--- config.mk ---
export PLATFORM = sky130hd
export DESIGN_NAME = rng_arbiter
export DESIGN_NICKNAME = d
export VERILOG_FILES = /design/src/rtl/rng_pkg.sv /design/src/rtl/rng_engine.sv /design/src/rtl/rng_arbiter.sv
export SDC_FILE = /design/constraint.sdc
export NUM_CORES = 1
export LEC_CHECK = 0
export ABC_CLOCK_PERIOD_IN_PS = 5600
export CORE_MARGIN = 3
export CORE_UTILIZATION = 60
export DETAILED_ROUTE_END_ITERATION = 8
export PLACE_DENSITY = 0.91
export SYNTH_ARGS = -nofsm -noshare
export SYNTH_HDL_FRONTEND = slang
export SYNTH_HIERARCHICAL = 1
export SYNTH_SLANG_ARGS = --single-unit
--- constraint.sdc ---
create_clock -name clk -period 5.6 [get_ports clk]
set_input_delay 0.84 -clock clk [delete_from_list [all_inputs] [get_ports clk]]
set_output_delay 0.84 -clock clk [all_outputs]
set_load 0.02 [all_outputs]
--- src/rtl/rng_pkg.sv ---
// Shared constants, FSM state type and helpers for the RNG arbiter slice.
package rng_pkg;

    // xorshift32 shift amounts
    localparam int unsigned SHIFT_A = 13;
    localparam int unsigned SHIFT_B = 17;
    localparam int unsigned SHIFT_C = 5;

    // Substitute for an all-zero state, which would never leave zero
    localparam logic [31:0] ZERO_SEED_SUB = 32'h0000_0001;

    localparam int unsigned DEF_NUM_REQ   = 4;
    localparam int unsigned DEF_MAX_TRIES = 8;

    typedef enum logic [1:0] {
        IDLE,
        DRAW,
        ACK
    } arb_state_t;

    // Smallest 2^k-1 that covers lim (0 maps to 0)
    function automatic logic [7:0] range_mask(input logic [7:0] lim);
        logic [7:0] m;
        m = lim | (lim >> 1);
        m = m | (m >> 2);
        m = m | (m >> 4);
        return m;
    endfunction

    // Replicate the seed byte across the state, avoiding the lock-up state
    function automatic logic [31:0] seed_expand(input logic [7:0] s);
        return (s == 8'h00) ? ZERO_SEED_SUB : {4{s}};
    endfunction

endpackage

--- src/rtl/rng_engine.sv ---
// 32-bit xorshift engine (13/17/5); advances on step, reseeds on load.
module rng_engine
    import rng_pkg::*;
#(
    parameter logic [7:0] SEED_DEFAULT = 8'hA5
) (
    input  logic       clk,
    input  logic       resetn,
    input  logic       step,
    input  logic       load,
    input  logic [7:0] load_seed,
    output logic [7:0] next_low
);

    logic [31:0] s;
    logic [31:0] s1;
    logic [31:0] s2;
    logic [31:0] s3;

    // Combinational engine step on the current state
    always_comb begin
        s1       = s ^ (s << SHIFT_A);
        s2       = s1 ^ (s1 >> SHIFT_B);
        s3       = s2 ^ (s2 << SHIFT_C);
        next_low = s3[7:0];
    end

    // State register: load has priority over step
    always_ff @(posedge clk or negedge resetn) begin
        if (!resetn) begin
            s <= seed_expand(SEED_DEFAULT);
        end else if (load) begin
            s <= seed_expand(load_seed);
        end else if (step) begin
            s <= s3;
        end
    end

endmodule

--- src/rtl/rng_arbiter.sv ---
// Round-robin arbiter sharing one xorshift engine among NUM_REQ requesters,
// with mask-and-reject range reduction and sequenced reseeding.
module rng_arbiter
    import rng_pkg::*;
#(
    parameter int unsigned NUM_REQ      = DEF_NUM_REQ,
    parameter int unsigned MAX_TRIES    = DEF_MAX_TRIES,
    parameter logic [7:0]  SEED_DEFAULT = 8'hA5
) (
    input  logic                 clk,
    input  logic                 resetn,
    input  logic                 seed_load,
    input  logic [7:0]           seed,
    input  logic [NUM_REQ-1:0]   req,
    input  logic [8*NUM_REQ-1:0] limit,
    output logic [NUM_REQ-1:0]   ack,
    output logic [7:0]           value,
    output logic                 busy
);

    localparam int unsigned PW = (NUM_REQ > 1) ? $clog2(NUM_REQ) : 1;
    localparam int unsigned TW = $clog2(MAX_TRIES + 1);

    arb_state_t    state_q, state_d;
    logic [PW-1:0] ptr_q, ptr_d;
    logic [PW-1:0] gnt_q, gnt_d;
    logic [PW-1:0] pick;
    logic          found;
    int unsigned   rr_idx;
    logic [7:0]    lim_q, lim_d;
    logic [7:0]    value_q, value_d;
    logic [TW-1:0] tries_q, tries_d;
    logic          pend_q, pend_d;
    logic [7:0]    seed_q;
    logic          pend_eff;
    logic [7:0]    seed_eff;
    logic          eng_step;
    logic          eng_load;
    logic [7:0]    rnd;
    logic [7:0]    mask;
    logic [7:0]    cand;

    rng_engine #(
        .SEED_DEFAULT(SEED_DEFAULT)
    ) u_engine (
        .clk      (clk),
        .resetn   (resetn),
        .step     (eng_step),
        .load     (eng_load),
        .load_seed(seed_eff),
        .next_low (rnd)
    );

    // A seed_load arriving in IDLE is applied that same cycle, so it is folded into the pending view
    always_comb begin
        pend_eff = pend_q | seed_load;
        seed_eff = seed_load ? seed : seed_q;
        pend_d   = pend_q;
        if (state_q == IDLE) begin
            pend_d = 1'b0;
        end else if (seed_load) begin
            pend_d = 1'b1;
        end
    end

    // First requester at or after the pointer, wrapping around
    always_comb begin
        pick   = ptr_q;
        found  = 1'b0;
        rr_idx = 0;
        for (int unsigned k = 0; k < NUM_REQ; k++) begin
            rr_idx = 32'(ptr_q) + k;
            if (rr_idx >= NUM_REQ) begin
                rr_idx = rr_idx - NUM_REQ;
            end
            if (!found && req[rr_idx[PW-1:0]]) begin
                found = 1'b1;
                pick  = rr_idx[PW-1:0];
            end
        end
    end

    // Candidate value from the engine output for the granted limit
    always_comb begin
        mask = range_mask(lim_q);
        cand = rnd & mask;
    end

    // FSM next-state, grant and draw decisions
    always_comb begin
        state_d  = state_q;
        ptr_d    = ptr_q;
        gnt_d    = gnt_q;
        lim_d    = lim_q;
        tries_d  = tries_q;
        value_d  = value_q;
        eng_step = 1'b0;
        eng_load = 1'b0;
        unique case (state_q)
            IDLE: begin
                if (pend_eff) begin
                    eng_load = 1'b1;
                end else if (found) begin
                    gnt_d   = pick;
                    lim_d   = limit[32'(pick)*8 +: 8];
                    tries_d = TW'(1);
                    ptr_d   = (pick == PW'(NUM_REQ - 1)) ? '0 : pick + PW'(1);
                    state_d = DRAW;
                end
            end
            DRAW: begin
                eng_step = 1'b1;
                if (cand <= lim_q) begin
                    value_d = cand;
                    state_d = ACK;
                end else if (tries_q == TW'(MAX_TRIES)) begin
                    // mask < 2*(limit+1), so this always lands in [0, limit]
                    value_d = cand - lim_q - 8'd1;
                    state_d = ACK;
                end else begin
                    tries_d = tries_q + TW'(1);
                end
            end
            ACK: begin
                state_d = IDLE;
            end
            default: begin
                state_d = IDLE;
            end
        endcase
    end

    // FSM and datapath registers
    always_ff @(posedge clk or negedge resetn) begin
        if (!resetn) begin
            state_q <= IDLE;
            ptr_q   <= '0;
            gnt_q   <= '0;
            lim_q   <= '0;
            tries_q <= '0;
            value_q <= '0;
        end else begin
            state_q <= state_d;
            ptr_q   <= ptr_d;
            gnt_q   <= gnt_d;
            lim_q   <= lim_d;
            tries_q <= tries_d;
            value_q <= value_d;
        end
    end

    // Pending reseed flag and latched seed byte
    always_ff @(posedge clk or negedge resetn) begin
        if (!resetn) begin
            pend_q <= 1'b0;
            seed_q <= '0;
        end else begin
            pend_q <= pend_d;
            if (seed_load) begin
                seed_q <= seed;
            end
        end
    end

    // Outputs decoded from registered state
    always_comb begin
        ack = '0;
        if (state_q == ACK) begin
            ack[gnt_q] = 1'b1;
        end
        busy  = (state_q != IDLE);
        value = value_q;
    end

endmodule

==> Word level (Yosys, flattened, before mapping) <==
Cells that the tools add are included.
{ "classes": {"n_reduce_logical": 18, "shifts": 1, "eq_ne": 9, "n_bitwise": 9, "magnitude_cmp": 11, "n_addsub": 11, "n_mux": 45} }
{ "ops": {"columns": ["operator", "count"], "rows": [
  ["2-to-1 mux 32 bit", 3],
  ["bitwise XOR 32 bit", 2],
  ["variable part select 32 x 6 -> 8 bit", 1],
  ["bitwise XOR 32 x 15 -> 32 bit", 1],
  ["2-to-1 mux 2 bit", 13],
  ["2-to-1 mux 8 bit", 3],
  ["2-to-1 mux 4 bit", 5],
  ["less-than comparator 2 x 3 -> 1 bit (second input constant)", 5],
  ["2-to-1 mux 1 bit", 14],
  ["nonzero test 2 bit", 5],
  ["greater-or-equal comparator 3 bit (second input constant)", 3],
  ["bitwise AND 8 bit", 1],
  ["binary-select mux 1 bit (select 2 bit)", 4],
  ["less-or-equal comparator 8 bit", 1],
  ["logical NOT 8 bit", 1],
  ["inequality test 2 bit (second input constant)", 4],
  ["bitwise OR 8 x 4 -> 8 bit", 1],
  ["bitwise OR 8 x 6 -> 8 bit", 1],
  ["bitwise OR 8 x 7 -> 8 bit", 1],
  ["one-hot mux 4 bit (2 select lines)", 1],
  ["subtractor 2 x 1 -> 2 bit (second input constant)", 4],
  ["subtractor 8 x 1 -> 8 bit (second input constant)", 1],
  ["subtractor 8 bit", 1],
  ["adder 2 x 2 -> 3 bit (second input constant)", 2],
  ["other kinds (19)", 26]
]} }
{ "word_totals": {"input_bits": 47, "elab_cells": 113, "regBits": 67, "out_inout_bits": 13} }

==> Longest topological paths before layout <==
{ "logic_depth": {"word_depth": 17, "depth_mapped": 13, "depth_no_buf": 11} }

==> Hierarchy <==
Netlist, hierarchy kept.
{ "modules_own_cells": {"columns": ["module", "area_per_inst_um2", "n_inst", "cells_per_inst"], "rows": [
  ["rng_engine", 2443.6, 1, 222],
  ["rng_arbiter", 2207.1, 1, 219]
]} }

==> Worst setup path after synthesis <==
No wires, ideal clock.
{ "synth_timing": {"path_kind": "reg2reg", "start": "register u_engine.s[10]", "end": "register value_q[6], in the netlist value[6]", "arrival_ns": 3.071, "path_slack_ns": 2.425, "setup_time_ns": 0.104, "stages_incl_launch_ff": 13, "cell_sequence": "dfstp_2 -> buf_2 -> xnor3_1 -> xor3_1 -> o21a_1 -> ha_1 -> and3_1 -> a221oi_2 -> a21oi_1 -> a21oi_2 -> buf_2 -> nor2_1 -> a221oi_1"} }
{ "synth_via": {"elab_chain_cells": 8, "elab_cells_between_ends": 11, "cone_classes": "add/sub (2); order compare (1); mux (2); bitwise (4); reduce/logical (2)"} }
{ "synth_rtl": {"columns": ["element", "line_no", "rtl"], "rows": [
  ["start: declaration", "rng_engine.sv:15", "logic [31:0] s;"],
  ["start signal: assignment", "rng_engine.sv:31", "s <= seed_expand(SEED_DEFAULT);"],
  ["start signal: assignment", "rng_engine.sv:33", "s <= seed_expand(load_seed);"],
  ["bitwise XOR 32 bit (*)", "rng_engine.sv:22", "s1 = s ^ (s << SHIFT_A);"],
  ["bitwise XOR 32 x 15 -> 32 bit (*)", "rng_engine.sv:23", "s2 = s1 ^ (s1 >> SHIFT_B);"],
  ["bitwise XOR 32 bit (*)", "rng_engine.sv:24", "s3 = s2 ^ (s2 << SHIFT_C);"],
  ["via rnd[6]", "rng_arbiter.sv:39", "logic [7:0] rnd;"],
  ["bitwise AND 8 bit (*)", "rng_arbiter.sv:86", "cand = rnd & mask;"],
  ["subtractor 8 bit", "rng_arbiter.sv:118", "value_d = cand - lim_q - 8'd1;"],
  ["subtractor 8 x 1 -> 8 bit", "rng_arbiter.sv:118", null],
  ["2-to-1 mux 8 bit", "rng_arbiter.sv:116", "end else if (tries_q == TW'(MAX_TRIES)) begin"],
  ["2-to-1 mux 8 bit", "rng_arbiter.sv:113", "if (cand <= lim_q) begin"],
  ["end signal: assignment", "rng_arbiter.sv:148", "value_q <= value_d;"],
  ["end: declaration", "rng_arbiter.sv:31", "logic [7:0] value_q, value_d;"]
]} }
The timed path passes the listed nets; every way through them passes the cells marked *. The select of a mux whose other input is x is not followed.
A chain may end at the register's enable or synchronous reset.

==> Worst setup path after layout <==
{ "layout_timing": {"start": "register u_engine.s[5]", "end": "register value_q[0], in the netlist value[0]"} }
{ "layout_via": {"elab_chain_cells": 7, "elab_cells_between_ends": 8, "cone_classes": "order compare (1); mux (1); bitwise (4); reduce/logical (2)"} }
{ "layout_rtl": {"columns": ["element", "line_no"], "rows": [
  ["bitwise XOR 32 bit (*)", "rng_engine.sv:22"],
  ["bitwise XOR 32 x 15 -> 32 bit (*)", "rng_engine.sv:23"],
  ["bitwise XOR 32 bit (*)", "rng_engine.sv:24"],
  ["via rnd[6]", "rng_arbiter.sv:39"],
  ["bitwise AND 8 bit (*)", "rng_arbiter.sv:86"],
  ["less-or-equal comparator 8 bit (*)", "rng_arbiter.sv:113"],
  ["nonzero test 2 bit (no line)", null],
  ["AND reduction 2 bit (no line)", null]
]} }
The timed path passes the listed nets; every way through them passes the cells marked *.

==> flow_summary_export.csv <==
group,metric,value,unit
clocking,clkSinkCount,67,
setup_path,timing.rr.end,"value[0]$_DFFE_PN0P_",
sta,finalHoldViolations,0,
setup_path,r2r_cells,9,
setup_path,r2r_setup_slack,1.90,ns
floorplan,ios,60,
synth,synth_area_per_cell,10.5,um^2
synth,ys_types,70,
layout,diodes,0,
synth,yosys.area.top_type,"dfrtp_1",
sta,skew,0.0135,ns
synth,synth-seq-area-share,0.365,
clocking,worstSkewPairLatency,0.35,ns
floorplan,initial_core_util,0.631,
clocking,clock_path_buffers,2,
route,route.detailed.drc,0,
setup_path,timing.rr.start,"u_engine/s[5]$_DFFE_PN1P_",
route,wl_per_cell,19.1,um
outcome,status,"finished, final reports clean",
floorplan,row_count,31,
sta,tns,0,ns
sta,worst_pin_slew,1.03,ns
synth,synth_edf_count,0,
setup_path,criticalPathCategory,"reg -> reg",
sta,finalWorstPathRequiredPeriod,3.70,ns
sta,grt_setup_unrepaired,"no",
worst_hold_path,hp-start,"tries_q[3]$_DFFE_PN0P_",
grt,grt_first_pass_wirelength,18900,um
clocking,cts_hold_buffers,0,
clocking,clk_pin_slew,0.08,ns
job,drv_cap,0,
route,drt-total-wl,11400,um
synth,syn-num-nets,500,
grt,grt_max_degree,68,
clocking,post-cts-setup-buffer-count,0,
setup_path,arrival,3.93,ns
placement,gp_congestion,0.837,
layout,final_nets,552,
synth,ys_ff_latch,67,
setup_path,cp_data_required_time,5.83,ns
sta,setup_violations,0,
clocking,cts_tree,"built",
synth,syn_inst,441,
layout,drive_gt1_frac,0.161,
setup_path,cp-start-kind,"register",
clocking,cts_buffers,9,
worst_hold_path,hold_end,"tries_q[3]$_DFFE_PN0P_",
route,vias,3758,
floorplan,die_h,94.0,um
sta,slew-limit-headroom,0.312,
grt,grt_usage,0.276,
grt,grt_antenna_before_repair,0,
floorplan,die_w,94.0,um
worst_hold_path,whs_path_depth,1,
sta,min_period_over_period,0.661,
synth,ys.flop_type,"dfrtp_1",
route,drtPass1Iterations,6,
layout,utilization,0.740,
synth,synth_commonest_cells,"51 x dfrtp_1, 35 x nor2_1, 32 x xnor2_1",
route,via_per_inst,6.29,
grt,grt_pass1_vias,3828,
floorplan,coreArea,7370,um^2
clocking,clock-root-buffer,"clkbuf_8",
setup_path,endpoint_kind,"register",
sta,slew_violations,0,
synth,synthArstFlopShare,1.00,
sta,fmax,0.270,GHz
synth,yosys_warnings,6,
grt,overflow,0,
floorplan,dieArea,8840,um^2
placement,dp.final_hpwl,8220,um
clocking,cts-resized-gates,0,
synth,yosys.area.top_type_share,0.274,
setup_path,cp_max_fo,12,
placement,port_buffers,59,
layout,syn_to_final_growth,17.2,%
route,postRouteAntennaNets,0,
route,drtIter0Drc,334,
worst_hold_path,hold_class,"reg -> reg",
synth,synth.area.top_cells,"dfrtp_1 27%, dfstp_2 9.0%, xnor3_1 6.8%, xnor2_1 6.0%, mux4_2 3.9%",
synth,synth.most_common_cell,"dfrtp_1",
clocking,ctsHtreeMaxLevel,3,
synth,syn_area,4650,um^2
## registers in the layout (all words and copies together) (netlist names)
name and count:
pend_q 1, ptr_q 2, u_engine/s 32, state_q 2, gnt_q 2, seed_q 8
lim_q 8, tries_q 4, value 8
## worst max path at each step
stage | startpoint | to
finish | u_engine/s[5]$_DFFE_PN1P_ | value[0]$_DFFE_PN0P_
detailed placement | seed_load | u_engine/s[12]$_DFFE_PN0P_
CTS | u_engine/s[5]$_DFFE_PN1P_ | value[0]$_DFFE_PN0P_
floorplan | u_engine/s[10]$_DFFE_PN1P_ | value[6]$_DFFE_PN0P_
global placement | seed_load | u_engine/s[19]$_DFFE_PN0P_
global route | u_engine/s[18]$_DFFE_PN1P_ | value[0]$_DFFE_PN0P_
## cell type report
class | instances | area [um^2]
multi-input cells | 329 | 2730
fillers | 450 | 1920
flip-flops and latches | 67 | 1700
repair buffers | 63 | 616
clock buffers | 10 | 138
well taps | 99 | 124
inverters | 23 | 87.6
clock inverters | 6 | 63.8
## through the flow
stage               worst slack, ns  cell area, um^2  instances  hold slack (ns)
detailed placement             1.90             5250        581            0.487
floorplan                      2.43             4650        441            0.447
finish                         1.90             5450        597            0.510
CTS                            1.94             5450        597            0.500
global placement               2.07             5250        581            0.460
global route                   1.72             5450        597            0.533
## per-layer routing
| metal | vias to the layer above | wire length [um] | global-route usage |
|---|---|---|---|
| li1 | 1681 | - | - |
| met1 | 1845 | 4640 | 0.368 |
| met2 | 204 | 5640 | 0.452 |
| met3 | 28 | 843 | 0.0433 |
| met4 | 0 | 292 | 0.112 |
| met5 | - | 0 | 0 |
## critical path, cell delays in order (launching register included)
cell	delay, ns
dfstp_2	0.40
xnor2_1	0.50
xor3_1	0.45
o21a_1	0.15
ha_1	0.36
and3_1	0.23
a221oi_2	0.38
a21oi_1	0.22
a21oi_2	0.54
mux2_4	0.35
## cells in the final DEF, fill, tap and decap left out, types with 4 or more instances in the layout
cell / netlist / layout
a211oi_1: 4 / 4
a21bo_2: 8 / 8
a21boi_0: 7 / 7
a21o_1: 7 / 7
a21oi_1: 10 / 10
a31oi_1: 12 / 12
and2_1: 4 / 4
buf_4: 1 / 4
clkbuf_8: 0 / 10
clkdlybuf4s50_1: 0 / 58
dfrtp_1: 51 / 51
dfstp_2: 16 / 16
ha_1: 11 / 11
inv_1: 21 / 21
mux2_2: 10 / 10
mux4_2: 8 / 8
nand2_1: 25 / 25
nand2b_1: 5 / 5
nand3_1: 5 / 5
nand3b_1: 9 / 9
nor2_1: 35 / 35
nor2b_1: 5 / 5
nor3_1: 10 / 10
o21a_1: 11 / 11
o21ai_0: 21 / 21
o31a_1: 8 / 8
o31ai_1: 5 / 5
xnor2_1: 32 / 32
xnor3_1: 14 / 14
xor2_1: 11 / 11
## kinds of logic after synthesis
family	Yosys count	synth area share
flip-flops	67	0.365
buffers and inverters	45	0.0490
adder cells (fa/ha/maj)	12	0.0339
AND/OR/NAND/NOR	121	0.136
AO/OA/AOI/OAI	111	0.170
multiplexers	22	0.0726
XOR/XNOR	63	0.173
Power is left out: the tool's default activity adds up to more than one toggle a clock period on the data nets, which glitch-free logic cannot reach.
==> RTL edit, RTL diff (same settings) <==
Encoding of `arb_state_t`: now one-hot (3 bits for 3 states).
--- a/src/rtl/rng_pkg.sv
+++ b/src/rtl/rng_pkg.sv
@@ -12,10 +12,10 @@
     localparam int unsigned DEF_NUM_REQ   = 4;
     localparam int unsigned DEF_MAX_TRIES = 8;
 
-    typedef enum logic [1:0] {
-        IDLE,
-        DRAW,
-        ACK
+    typedef enum logic [2:0] {
+        IDLE = 3'b001,
+        DRAW = 3'b010,
+        ACK  = 3'b100
     } arb_state_t;
 
     // Smallest 2^k-1 that covers lim (0 maps to 0)
Function: same outputs for any inputs over 4 cycles, from zero or initial values and one cycle with resetn low; so few cycles prove little.
==> RTL edit against the original RTL <==
Setup slack gained 0.044 ns. Critical endpoint is now value[3]. Sequential cell count up 1. Die area increased by 3.9%. Area after synthesis up 4.2%. Critical path depth unchanged. Wire length up 3.5%. Design area grew 2.8%.
Power is left out: the tool's default activity adds up to more than one toggle a clock period on the data nets, which glitch-free logic cannot reach.
==> RTL edit: results <==
group,metric,value,unit
critical_path,max_stage_delay,0.57,ns
clock_tree,clk_root_buffer_cell,"sky130_fd_sc_hd__clkbuf_8",
synth,synth_fa_ha_area_share,3.00,%
synth,synth_warnings,6,
critical_path,crit_path_top_delay_cell,"sky130_fd_sc_hd__or4_4",
worst_hold_path,worst_hold_path.num_cells,1,
grt,grt_antenna_before_repair,0,
clock_tree,path_clk_slew,0.07,ns
final_layout,n_antenna_cell,0,
critical_path,r2r-start,"lim_q[7]",
grt,wire_length_of_the_first_global_routing_pass,19200,µm
clock_tree,clock_insertion_delay_worst_skew,0.35,ns
routing,initialDrtViolationCount,297,
sta,skew,0.0125,ns
sta,postLayoutSetupSlackWorst,1.94,ns
sta,timing.max_slew.rel_slack,21.0,%
synth,postSynthNetCount,525,
grt,grt_max_degree,69,
worst_hold_path,worstHoldStart,"value[2]",
final_layout,largest_register_ffs,32,
routing,avgRoutedWirePerCell,19.1,µm
critical_path,crit_path_max_fo,11,
synth,async_flop_share,100,%
synth,netlist_top_cells_area,"sky130_fd_sc_hd__dfrtp_1 (26%), sky130_fd_sc_hd__dfstp_2 (9.2%), sky130_fd_sc_hd__xnor3_1 (6.5%), sky130_fd_sc_hd__xnor2_1 (5.8%), sky130_fd_sc_hd__nor2_1 (2.8%)",
sta,fin_worst_hold_slack,0.494,ns
final_layout,filler_cell_count,546,
place,finalWeightedCongestion,0.957,
place,place.port_buffers,59,
clock_tree,h_tree_level_count,3,
run_status,run_status,"finished, final reports clean",
synth,synth_mux_area_share,4.78,%
synth,synth-compound-area-share,19.2,%
critical_path,timing_worst_setup_path_type,"reg2reg",
final_layout,nets,571,
synth,synth-seq-area-share,35.6,%
clock_tree,cts_repair_resize_count,0,
critical_path,cp_data_arrival_time,3.89,ns
critical_path,critical_path.reg2reg.endpoint,"value[3]",
routing,route.vias.total,3960,
place,place_hpwl,8570,µm
grt,grt_usage,27.2,%
place,place_worst_setup_slack,1.99,ns
clock_tree,cts_made_buffers,9,
worst_hold_path,min_to,"value[2]",
routing,detailedRoute.firstPassIterationCount,5,
synth,yosys.cell_count.top_type,"sky130_fd_sc_hd__dfrtp_1",
final_layout,drive_gt1_share,13.9,%
grt,grt_pass1_vias,3780,
synth,synthDistinctLibCells,78,
critical_path,cells_on_worst_reg2reg_path,9,
clock_tree,cts_setup_buffers,0,
synth,synthXorXnorAreaFrac,16.6,%
synth,synth_commonest_cells,"sky130_fd_sc_hd__dfrtp_1 (51), sky130_fd_sc_hd__nor2_1 (36), sky130_fd_sc_hd__xnor2_1 (32), sky130_fd_sc_hd__nand3_1 (24), sky130_fd_sc_hd__inv_1 (18)",
==> RTL edit: cell count changes in the layout (fill, tap and decap cells not counted), sizes merged, moves of 3 or more <==
cell,unedited run,this run
o221a,0,8
mux2,11,17
nand3,5,24
a221o,0,3
mux4,8,0
inv,23,20
o211ai,1,4
nor3b,2,7
a21oi,12,6
nand2,25,11
a21o,7,4
==> RTL edit: worst max path at each step <==
stage,to,cells after the start
floorplan,value[0],11
global placement,value[3],9
detailed placement,value[4],9
CTS,value[3],9
global route,value[0],11
finish,value[3],9
==> RTL edit: final cells by class <==
type | instances | share of cell area (%)
multi-input cells | 353 | 51.5
flip-flops and latches | 68 | 30.8
clock buffers | 10 | 2.28
inverters | 20 | 1.34
clock inverters | 6 | 1.16
well taps | 102 | 2.28
repair buffers | 61 | 10.7
==> RTL edit: layer usage <==
metal	up-vias	track usage [%]	part of all wire, %
li1	1796	-	-
met1	1957	39.0	43
met2	181	41.9	48
met3	26	4.30	6.5
met4	0	9.83	2.4
met5	-	0	0
==> RTL edit: kinds of logic (layout without fill, tap and decap cells) <==
family,count (synthesis),in the layout
adders and majority gates,11,11
and+or+nand+nor,139,139
xor gates and xnor gates,63,63
AOI/OAI and AO/OA,119,119
buffers and inverters,46,97
DFF,68,68
muxes,21,21
==> RTL edit: worst register-to-register path: cells and delay by family, from the launching register on <==
kind                     cells  cell delay [ns]
AO/OA/AOI/OAI                5             1.63
AND/OR/NAND/NOR              3             1.12
flip-flops                   1             0.44
adder cells (fa/ha/maj)      1             0.38
==> RTL edit: through the flow <==
| stage | cells | instance area (µm²) |
|---|---|---|
| floorplan | 467 | 4850 |
| global placement | 604 | 5410 |
| detailed placement | 604 | 5410 |
| CTS | 620 | 5600 |
| global route | 620 | 5600 |
| finish | 620 | 5600 |
